File: src/rtl/pool_pkg.sv
`default_nettype none
// ============================================================================
// Module  : pool_pkg
// Brief   : Shared FSM state type and pipeline latencies for the 2x2 pooling
//           controller.
// Revision: 1.0 - initial release
// ============================================================================
package pool_pkg;

  typedef enum logic [1:0] {
    IDLE  = 2'd0,
    RUN   = 2'd1,
    DRAIN = 2'd2,
    DONE  = 2'd3
  } state_t;

  localparam int RD_LAT   = 1;
  localparam int MAX_LAT  = 2;
  localparam int POOL_LAT = 3;

endpackage
`default_nettype wire

File: src/rtl/pool2x2_addr_gen.sv
`default_nettype none
// ============================================================================
// Module  : pool2x2_addr_gen
// Brief   : ch/orow/ocol scan counters and top/bottom row word addresses.
// Revision: 1.0 - initial release
// ============================================================================
module pool2x2_addr_gen #(
  parameter int IN_W   = 28,
  parameter int IN_H   = 28,
  parameter int NUM_CH = 6,
  parameter int ADDR_W = 12
) (
  input  logic              clk,
  input  logic              rst,
  input  logic              clear,
  input  logic              step,
  input  logic              active,
  output logic              last,
  output logic [ADDR_W-1:0] rd_addr_a,
  output logic [ADDR_W-1:0] rd_addr_b
);

  localparam int OW = IN_W / 2;
  localparam int OH = IN_H / 2;
  localparam logic [ADDR_W-1:0] ROW_WORDS = ADDR_W'(OW);
  localparam logic [ADDR_W-1:0] CH_WORDS  = ADDR_W'(IN_H * OW);

  logic [ADDR_W-1:0] ch;
  logic [ADDR_W-1:0] orow;
  logic [ADDR_W-1:0] ocol;
  logic [ADDR_W-1:0] base;
  logic              ocol_end;
  logic              orow_end;
  logic              ch_end;

  assign ocol_end = (ocol == ADDR_W'(OW - 1));
  assign orow_end = (orow == ADDR_W'(OH - 1));
  assign ch_end   = (ch == ADDR_W'(NUM_CH - 1));
  assign last     = ch_end && orow_end && ocol_end;

  always_ff @(posedge clk) begin
    if (rst || clear) begin
      ch   <= '0;
      orow <= '0;
      ocol <= '0;
    end else if (step) begin
      if (!ocol_end) begin
        ocol <= ocol + 1'b1;
      end else begin
        ocol <= '0;
        if (!orow_end) begin
          orow <= orow + 1'b1;
        end else begin
          orow <= '0;
          ch   <= ch_end ? '0 : ch + 1'b1;
        end
      end
    end
  end

  // Each output row consumes two input rows, hence the doubled row index.
  assign base      = ch * CH_WORDS + (orow << 1) * ROW_WORDS + ocol;
  assign rd_addr_a = active ? base : '0;
  assign rd_addr_b = active ? base + ROW_WORDS : '0;

endmodule
`default_nettype wire

File: src/rtl/pool2x2_ctrl.sv
`default_nettype none
// ============================================================================
// Module  : pool2x2_ctrl
// Brief   : Read/max/write sequencer for 2x2 max pooling over NUM_CH maps.
//           Optional stall counter enabled by POOL2X2_CTRL_PERF_EN.
// Revision: 1.0 - initial release
// ============================================================================
module pool2x2_ctrl #(
  parameter int IN_W   = 28,
  parameter int IN_H   = 28,
  parameter int NUM_CH = 6,
  parameter int ADDR_W = 12
) (
  input  logic              clk,
  input  logic              rst,
  input  logic              start,
  input  logic              hold,
  output logic              busy,
  output logic              done,
  output logic              rd_en,
  output logic [ADDR_W-1:0] rd_addr_a,
  output logic [ADDR_W-1:0] rd_addr_b,
  output logic              max_en,
  output logic              wr_en,
`ifdef POOL2X2_CTRL_PERF_EN
  output logic [31:0]       stall_cnt,
`endif
  output logic [ADDR_W-1:0] wr_addr
);

  import pool_pkg::*;

  localparam int N = NUM_CH * (IN_H / 2) * (IN_W / 2);
  localparam logic [ADDR_W-1:0] LAST_WR = ADDR_W'(N - 1);

  state_t              state;
  state_t              state_nxt;
  logic [POOL_LAT-1:0] vld;
  logic                start_acc;
  logic                last_issue;

  assign start_acc = (state == IDLE) && start;

  pool2x2_addr_gen #(
    .IN_W   (IN_W),
    .IN_H   (IN_H),
    .NUM_CH (NUM_CH),
    .ADDR_W (ADDR_W)
  ) u_addr_gen (
    .clk       (clk),
    .rst       (rst),
    .clear     (start_acc),
    .step      (rd_en),
    .active    (state == RUN),
    .last      (last_issue),
    .rd_addr_a (rd_addr_a),
    .rd_addr_b (rd_addr_b)
  );

  always_ff @(posedge clk) begin
    if (rst) begin
      state   <= IDLE;
      vld     <= '0;
      wr_addr <= '0;
    end else begin
      state <= state_nxt;
      vld   <= {vld[POOL_LAT-2:0], rd_en};
      if (start_acc) begin
        wr_addr <= '0;
      end else if (wr_en) begin
        wr_addr <= (wr_addr == LAST_WR) ? '0 : wr_addr + 1'b1;
      end
    end
  end

  // Strobes ride a valid shift register keyed to the read issue.
  assign max_en = vld[RD_LAT-1];
  assign wr_en  = vld[RD_LAT+MAX_LAT-1];

  always_comb begin
    state_nxt = state;
    rd_en     = 1'b0;
    done      = 1'b0;
    busy      = (state != IDLE);
    case (state)
      IDLE: begin
        if (start) state_nxt = RUN;
      end
      RUN: begin
        if (!hold) begin
          rd_en = 1'b1;
          if (last_issue) state_nxt = DRAIN;
        end
      end
      DRAIN: begin
        if (wr_en && (wr_addr == LAST_WR)) state_nxt = DONE;
      end
      DONE: begin
        done      = 1'b1;
        state_nxt = IDLE;
      end
      default: state_nxt = IDLE;
    endcase
  end

`ifdef POOL2X2_CTRL_PERF_EN
  always_ff @(posedge clk) begin
    if (rst || start_acc) begin
      stall_cnt <= '0;
    end else if ((state == RUN) && hold && (stall_cnt != '1)) begin
      stall_cnt <= stall_cnt + 1'b1;
    end
  end
`endif

endmodule
`default_nettype wire

File: config.mk
export PLATFORM = sky130hd
export DESIGN_NAME = pool2x2_ctrl
export DESIGN_NICKNAME = d
export VERILOG_FILES = /design/src/rtl/pool_pkg.sv /design/src/rtl/pool2x2_addr_gen.sv /design/src/rtl/pool2x2_ctrl.sv
export SDC_FILE = /design/constraint.sdc
export NUM_CORES = 1
export LEC_CHECK = 0
export CORE_AREA = 2 2 147 121
export CTS_CLUSTER_SIZE = 8
export DETAILED_ROUTE_END_ITERATION = 10
export DIE_AREA = 0 0 149 123
export GPL_TIMING_DRIVEN = 1
export MAX_ROUTING_LAYER = met4
export PLACE_DENSITY = 0.38
export SYNTH_ARGS = -nofsm -noshare
export SYNTH_HDL_FRONTEND = slang
export SYNTH_SLANG_ARGS = --single-unit
File: constraint.sdc
create_clock -name clk -period 11 [get_ports clk]
set_input_delay 2.2 -clock clk [delete_from_list [all_inputs] [get_ports clk]]
set_output_delay 2.2 -clock clk [all_outputs]
set_load 0.02 [all_outputs]
==> metrics.cfg, run 1 <==
[outcome]
status=finished, final reports clean

[final_layout]
finalNonFillerCells=755
drive_gt1_frac=0.0358
final_util=0.294
nets=601
n_antenna_cell=0
synthToLayoutAreaGrowth_pct=20.3
fillers=1824

[synth]
synth_edf_count=0
synth_seq_area_share=0.257
synth_cells=484
synth_top_cells_by_area=dfxtp_1, ha_1, fa_1
yosys_warnings=0
synth_top_flop_cell=dfxtp_1
ys_ff_latch=53
synthArstFlopShare=0
avgSynthCellArea_sq_um=8.54
synth_common_cells=nor2_1, inv_1, dfxtp_1
syn_nets=556
yosysTopAreaCellShare=0.257
synth_area_leader_cell=dfxtp_1
synth.most_common_cell=nor2_1
synth.distinct_cells=49
synth.cell_area_sq_mm=0.00414

[global_routing]
grt_pass1_wl_microns=16100
grt_use_met2=0.162
grt.busiest_layer=met1
grt_util_all_layers=0.114
grt_max_degree=20
met3_usage=0.0218
met1_usage=0.171
grt_pass1_vias=3158
antenna_found_initial=0
overflow=0

[clocking]
cts_made_buffers=5
htree_levels=2
clk_pin_slew_ns=0.07
cts_tree=done
cts.sinks=53
cts_root_buf=clkbuf_16
postCtsSetupBuffers=0
holdBufCountCts=0
clock_path_buffers=2
insertion_delay_ns=0.30
cts_resized=0

[sta]
slew_violations=0
min_period_ns=7.40
setup_violations=0
rsz0062_at_grt=no
period_share=0.672
finClkSkew_ns=0.00474
tns_ns=0
hold_viol=0
relSlewSlack=0.604
fmax_ghz=0.135
tightest_slew_ns=0.578

[setup_path]
cp.buffers_inverters=1
critical_path.top_delay_family=adder cells
crit_end=rd_addr_b[11]
cp.required_ns=8.80
r2r-end=u_addr_gen.ch[11]
cpPeakStageDelay_ns=0.63
crit_fanout=6
crit_type=flip-flop to output pin
reg2reg_slack_ns=7.88
cp_cell_sequence=fa_1 > ha_1 > fa_1 > a21o_1 > a21oi_1 > o21bai_1 > a21oi_1 > xor2_1 > fa_1 > xor2_1 > xnor2_1 > xnor3_1 > or3_1 > and3_4 > a311o_1 > a21oi_1 > clkdlybuf4s50_1
rr_startpoint=state[1]
end_kind=output pin
startpoint=u_addr_gen.orow[2]
arrival_ns=5.20
r2r_cells=7
crit_path_top_delay_cell=clkdlybuf4s50_1
startpoint_type=flip-flop
critical_path_depth=17

[floorplan]
start_util=0.245
io_pins=45
die_x_microns=149
core_sq_mm=0.0169
row_count=43
die_height_microns=123
die_area_sq_mm=0.0183

[place]
place_inst=747
dp_hpwl_microns=7970
port_buffers=44
gp_congestion=0.773

[pwr]
power_density_mw_per_mm2=96.4
ir_drop_v=0.0000554
p_leak_nw=2.02
p_total_mw=0.480

[route]
dr.pass1.iters=4
drc=0
totalWireLength_microns=9710
vias_per_cell=4.37
drtIter0Drc=131
num_vias=3298
avgRoutedWirePerCell_microns=12.9
ant_nets=0

[job]
drv_cap=0

[worst_hold_path]
hold_class=flip-flop to flip-flop

## per-stage QoR
stage	area, sq um	setup slack (ns)	hold WS, ns
global route	4970	3.32	0.476
finish	4970	3.60	0.446
global placement	4830	3.94	0.442
floorplan	4140	4.51	0.414
detailed placement	4830	3.88	0.432
CTS	4970	3.54	0.451
## layout by cell type, fill, tap and decap left out, types with 3 or more instances in the layout
master           count
xor2_1              21
nand2_1             24
fa_1                20
o21ai_0             11
nand4_1             13
nor3_1              13
and2_1               8
ha_1                48
mux2i_1              4
o31a_1               3
nor4_1               7
o21bai_1             3
a211oi_1             5
and4_1               4
clkbuf_16            5
nand3_1              9
nor2b_1              3
or3_1                6
clkdlybuf4s50_1     44
a21oi_1             16
and3_1               6
o21a_1               3
dfxtp_1             53
or2_2                3
a21o_1               4
xnor2_1             36
nor2_1              74
inv_1               58
## cell families after synthesis
logic type | Yosys count | synth area share
simple gates | 178 | 0.213
fa+ha+maj | 68 | 0.242
buf+inv | 67 | 0.0626
xor+xnor | 59 | 0.130
compound gates | 55 | 0.0862
flops | 53 | 0.257
mux | 4 | 0.00968
## layer usage
metal,vias up,part of all wire
li1,1699,-
met3,2,0.042
met1,1549,0.55
met4,0,0.0025
met5,-,0
met2,48,0.41
## worst min-delay path by stage
| stage | depth (start not counted) | to | slack (ns) | start |
|---|---|---|---|---|
| 4_1_cts | 1 | vld[2] | 0.45 | vld[1] |
| 6_report | 1 | vld[2] | 0.45 | vld[1] |
| 3_3_place_gp | 1 | vld[2] | 0.44 | vld[1] |
| 5_1_grt | 1 | vld[2] | 0.48 | vld[1] |
| 3_5_place_dp | 1 | vld[2] | 0.43 | vld[1] |
| 2_1_floorplan | 1 | vld[2] | 0.41 | vld[1] |
## state kept, by name, indices dropped and copies added (netlist names)
register / count
u_addr_gen.ch: 12
state: 2
wr_addr: 12
vld: 3
u_addr_gen.orow: 12
u_addr_gen.ocol: 12
## cell type report
| class | count | area (sq um) | share of cell area |
|---|---|---|---|
| inverter | 60 | 225 | 0.0453 |
| sequential | 53 | 1060 | 0.213 |
| tap | 225 | 282 | 0.0566 |
| clock inverter | 2 | 15.0 | 0.00302 |
| clock buffer | 6 | 129 | 0.0259 |
| timing repair buffer | 45 | 448 | 0.0900 |
| multi-input combinational | 364 | 2820 | 0.566 |
## report_power, final
group	switching [mW]	internal [mW]	total, mW	leakage, nW
combinational	0.0742	0.0408	0.115	1.53
clock	0.0754	0.0847	0.160	0.0631
sequential	0.00698	0.197	0.204	0.427
Note: power is estimated with default switching activity, not from simulation.
==> inputs of run 2 (changes only) <==
--- a/config.mk
+++ b/config.mk
@@ -11,7 +11,7 @@
 export DIE_AREA = 0 0 149 123
 export GPL_TIMING_DRIVEN = 1
 export MAX_ROUTING_LAYER = met4
-export PLACE_DENSITY = 0.38
+export PLACE_DENSITY = 0.4
 export SYNTH_ARGS = -nofsm -noshare
 export SYNTH_HDL_FRONTEND = slang
 export SYNTH_SLANG_ARGS = --single-unit
==> constraint.sdc (replaced) <==
create_clock -name clk -period 6.25 [get_ports clk]
set_input_delay 1.25 -clock clk [delete_from_list [all_inputs] [get_ports clk]]
set_output_delay 1.25 -clock clk [all_outputs]
set_load 0.02 [all_outputs]
==> metrics.cfg, run 2 (same netlist as run 1, synthesis figures left out) <==
[floorplan]
die_area_sq_mm=0.0183  ; unchanged
start_util=0.245  ; unchanged
die_x_microns=149  ; unchanged
die_height_microns=123  ; unchanged
core_sq_mm=0.0169  ; unchanged
row_count=43  ; unchanged
io_pins=45  ; unchanged

[setup_path]
reg2reg_slack_ns=3.09  ; -4.79 ns
arrival_ns=4.70  ; -0.50 ns
cp.required_ns=5.00  ; -3.80 ns
cpPeakStageDelay_ns=0.64  ; about the same
crit_path_top_delay_cell=clkdlybuf4s50_1
crit_fanout=6  ; unchanged
crit_path_frequent_cell=fa_1
startpoint_type=flip-flop
crit_type=flip-flop to output pin
cp_cell_sequence=fa_1 > ha_1 > fa_1 > xnor2_1 > fa_1 > inv_1 > ha_1 > o21ai_0 > nor2_2 > nor2_1 > and3_1 > nand2_1 > or2_2 > a21oi_1 > clkdlybuf4s50_1
critical_path.top_delay_family=adder cells
end_kind=output pin
cp.buffers_inverters=2  ; +1

[route]
dr.pass1.iters=6  ; +2
drc=0  ; unchanged
totalWireLength_microns=9580  ; -1.4%
vias_per_cell=4.33  ; -0.84%
ant_nets=0  ; unchanged
avgRoutedWirePerCell_microns=12.6  ; -2.0%
num_vias=3292  ; -0.18%
drtIter0Drc=128  ; -2.3%

[clocking]
cts_tree=done
cts_root_buf=clkbuf_16
insertion_delay_ns=0.30  ; about the same
cts_made_buffers=5  ; unchanged
htree_levels=2  ; unchanged
clock_path_buffers=2  ; unchanged
cts.sinks=53  ; unchanged
clk_pin_slew_ns=0.08  ; about the same
holdBufCountCts=0  ; unchanged
postCtsSetupBuffers=0  ; unchanged

[sta]
hold_viol=0  ; unchanged
period_share=0.952
fmax_ghz=0.168
tightest_slew_ns=0.649  ; +0.0704 ns
min_period_ns=5.95
finClkSkew_ns=0.0123  ; +0.00759 ns
setup_violations=0  ; unchanged
relSlewSlack=0.556  ; -0.0482
worst_slack_ns=0.300  ; -3.30 ns
rsz0062_at_grt=yes
slew_violations=0  ; unchanged

[worst_hold_path]
hold_class=flip-flop to flip-flop

[pwr]
p_leak_nw=2.13  ; +5.1%
ir_drop_v=0.0000901  ; +63%
power_density_mw_per_mm2=169  ; +75%
p_total_mw=0.851  ; +77%

[global_routing]
grt_pass1_vias=3164  ; +0.19%
overflow=0  ; unchanged
grt_pass1_wl_microns=15900  ; -1.7%
antenna_found_initial=0  ; unchanged
grt_max_degree=20  ; unchanged
grt_util_all_layers=0.111  ; -0.00295

[outcome]
status=finished, final reports clean

[final_layout]
nets=606  ; +0.83%
fillers=1832  ; +0.44%
drive_gt1_frac=0.0561  ; +0.0202
final_cell_mix=nor2_1, inv_1, dfxtp_1, ha_1, clkdlybuf4s50_1
n_antenna_cell=0  ; unchanged
synthToLayoutAreaGrowth_pct=21.7
mostFrequentLayoutCell=nor2_1
ff_latch_area_sq_mm=0.00106  ; +0.24%
multiInputGateArea_sq_mm=0.00283  ; +0.36%

[place]
port_buffers=44  ; unchanged
dp_slack_ns=0.132  ; -3.75 ns
gp_congestion=0.763  ; -1.3%
dp_hpwl_microns=7820  ; -1.8%

[job]
drv_cap=0  ; unchanged

run 2: changes by cell type in the layout (fill, tap and decap cells not counted), moves of 2 or more:
cell             delta
dfxtp_2             +2
buf_4               +5
clkdlybuf4s50_1     -4
dlymetal6s2s_1      +3
dfxtp_1             -2
run 2: worst paths after layout:
path / from / to / cells after the start
min: vld[1] / vld[2] / 1
min reg2reg: vld[1] / vld[2] / 1
max reg2reg: state[1] / u_addr_gen.ch[9] / 7
max: u_addr_gen.orow[1] / rd_addr_b[8] / 15
run 2: where the power goes:
part	internal, mW	switching (mW)
clock	0.151	0.138
sequential	0.348	0.0129
combinational	0.0725	0.129
total	0.571	0.280
run 2: area by class of cell:
class | instances | area share
multi-input combinational | 364 | 0.561
sequential | 53 | 0.211
timing repair buffer | 50 | 0.0969
tap | 225 | 0.0559
inverter | 60 | 0.0447
clock buffer | 5 | 0.0249
clock inverter | 3 | 0.00497
run 2: stage by stage:
stage | area [sq um] | TNS [ns] | utilization | instances | hold slack [ns]
after floorplan | 4140 | 0 | - | 484 | 0.414
after global placement | 4870 | 0 | 0.288 | 752 | 0.454
after detailed placement | 4870 | 0 | 0.288 | 752 | 0.443
after CTS | 5020 | 0 | 0.297 | 760 | 0.453
after global routing | 5030 | -0.00377 | 0.298 | 760 | 0.471
final | 5030 | 0 | 0.298 | 760 | 0.445
run 2: worst register-to-register path: stages (launching register included):
cell and delay (ns):
dfxtp_1 0.35, inv_1 0.12, ha_1 0.39, clkinv_1 0.57
nor4_2 0.71, nand4_1 0.37, or3_1 0.44, a21oi_1 0.14
run 2: metal layers:
metal,wire length [microns],track usage
met1,5410,0.166
met2,3870,0.161
met3,283,0.0203
met4,14,0.0125
met5,0,-
run 2: what timing repair did:
action / CTS / global route
endpoints found under the setup margin: 1 / 6
endpoints found under the hold margin: 0 / 0
gates resized for setup: 2 / 8
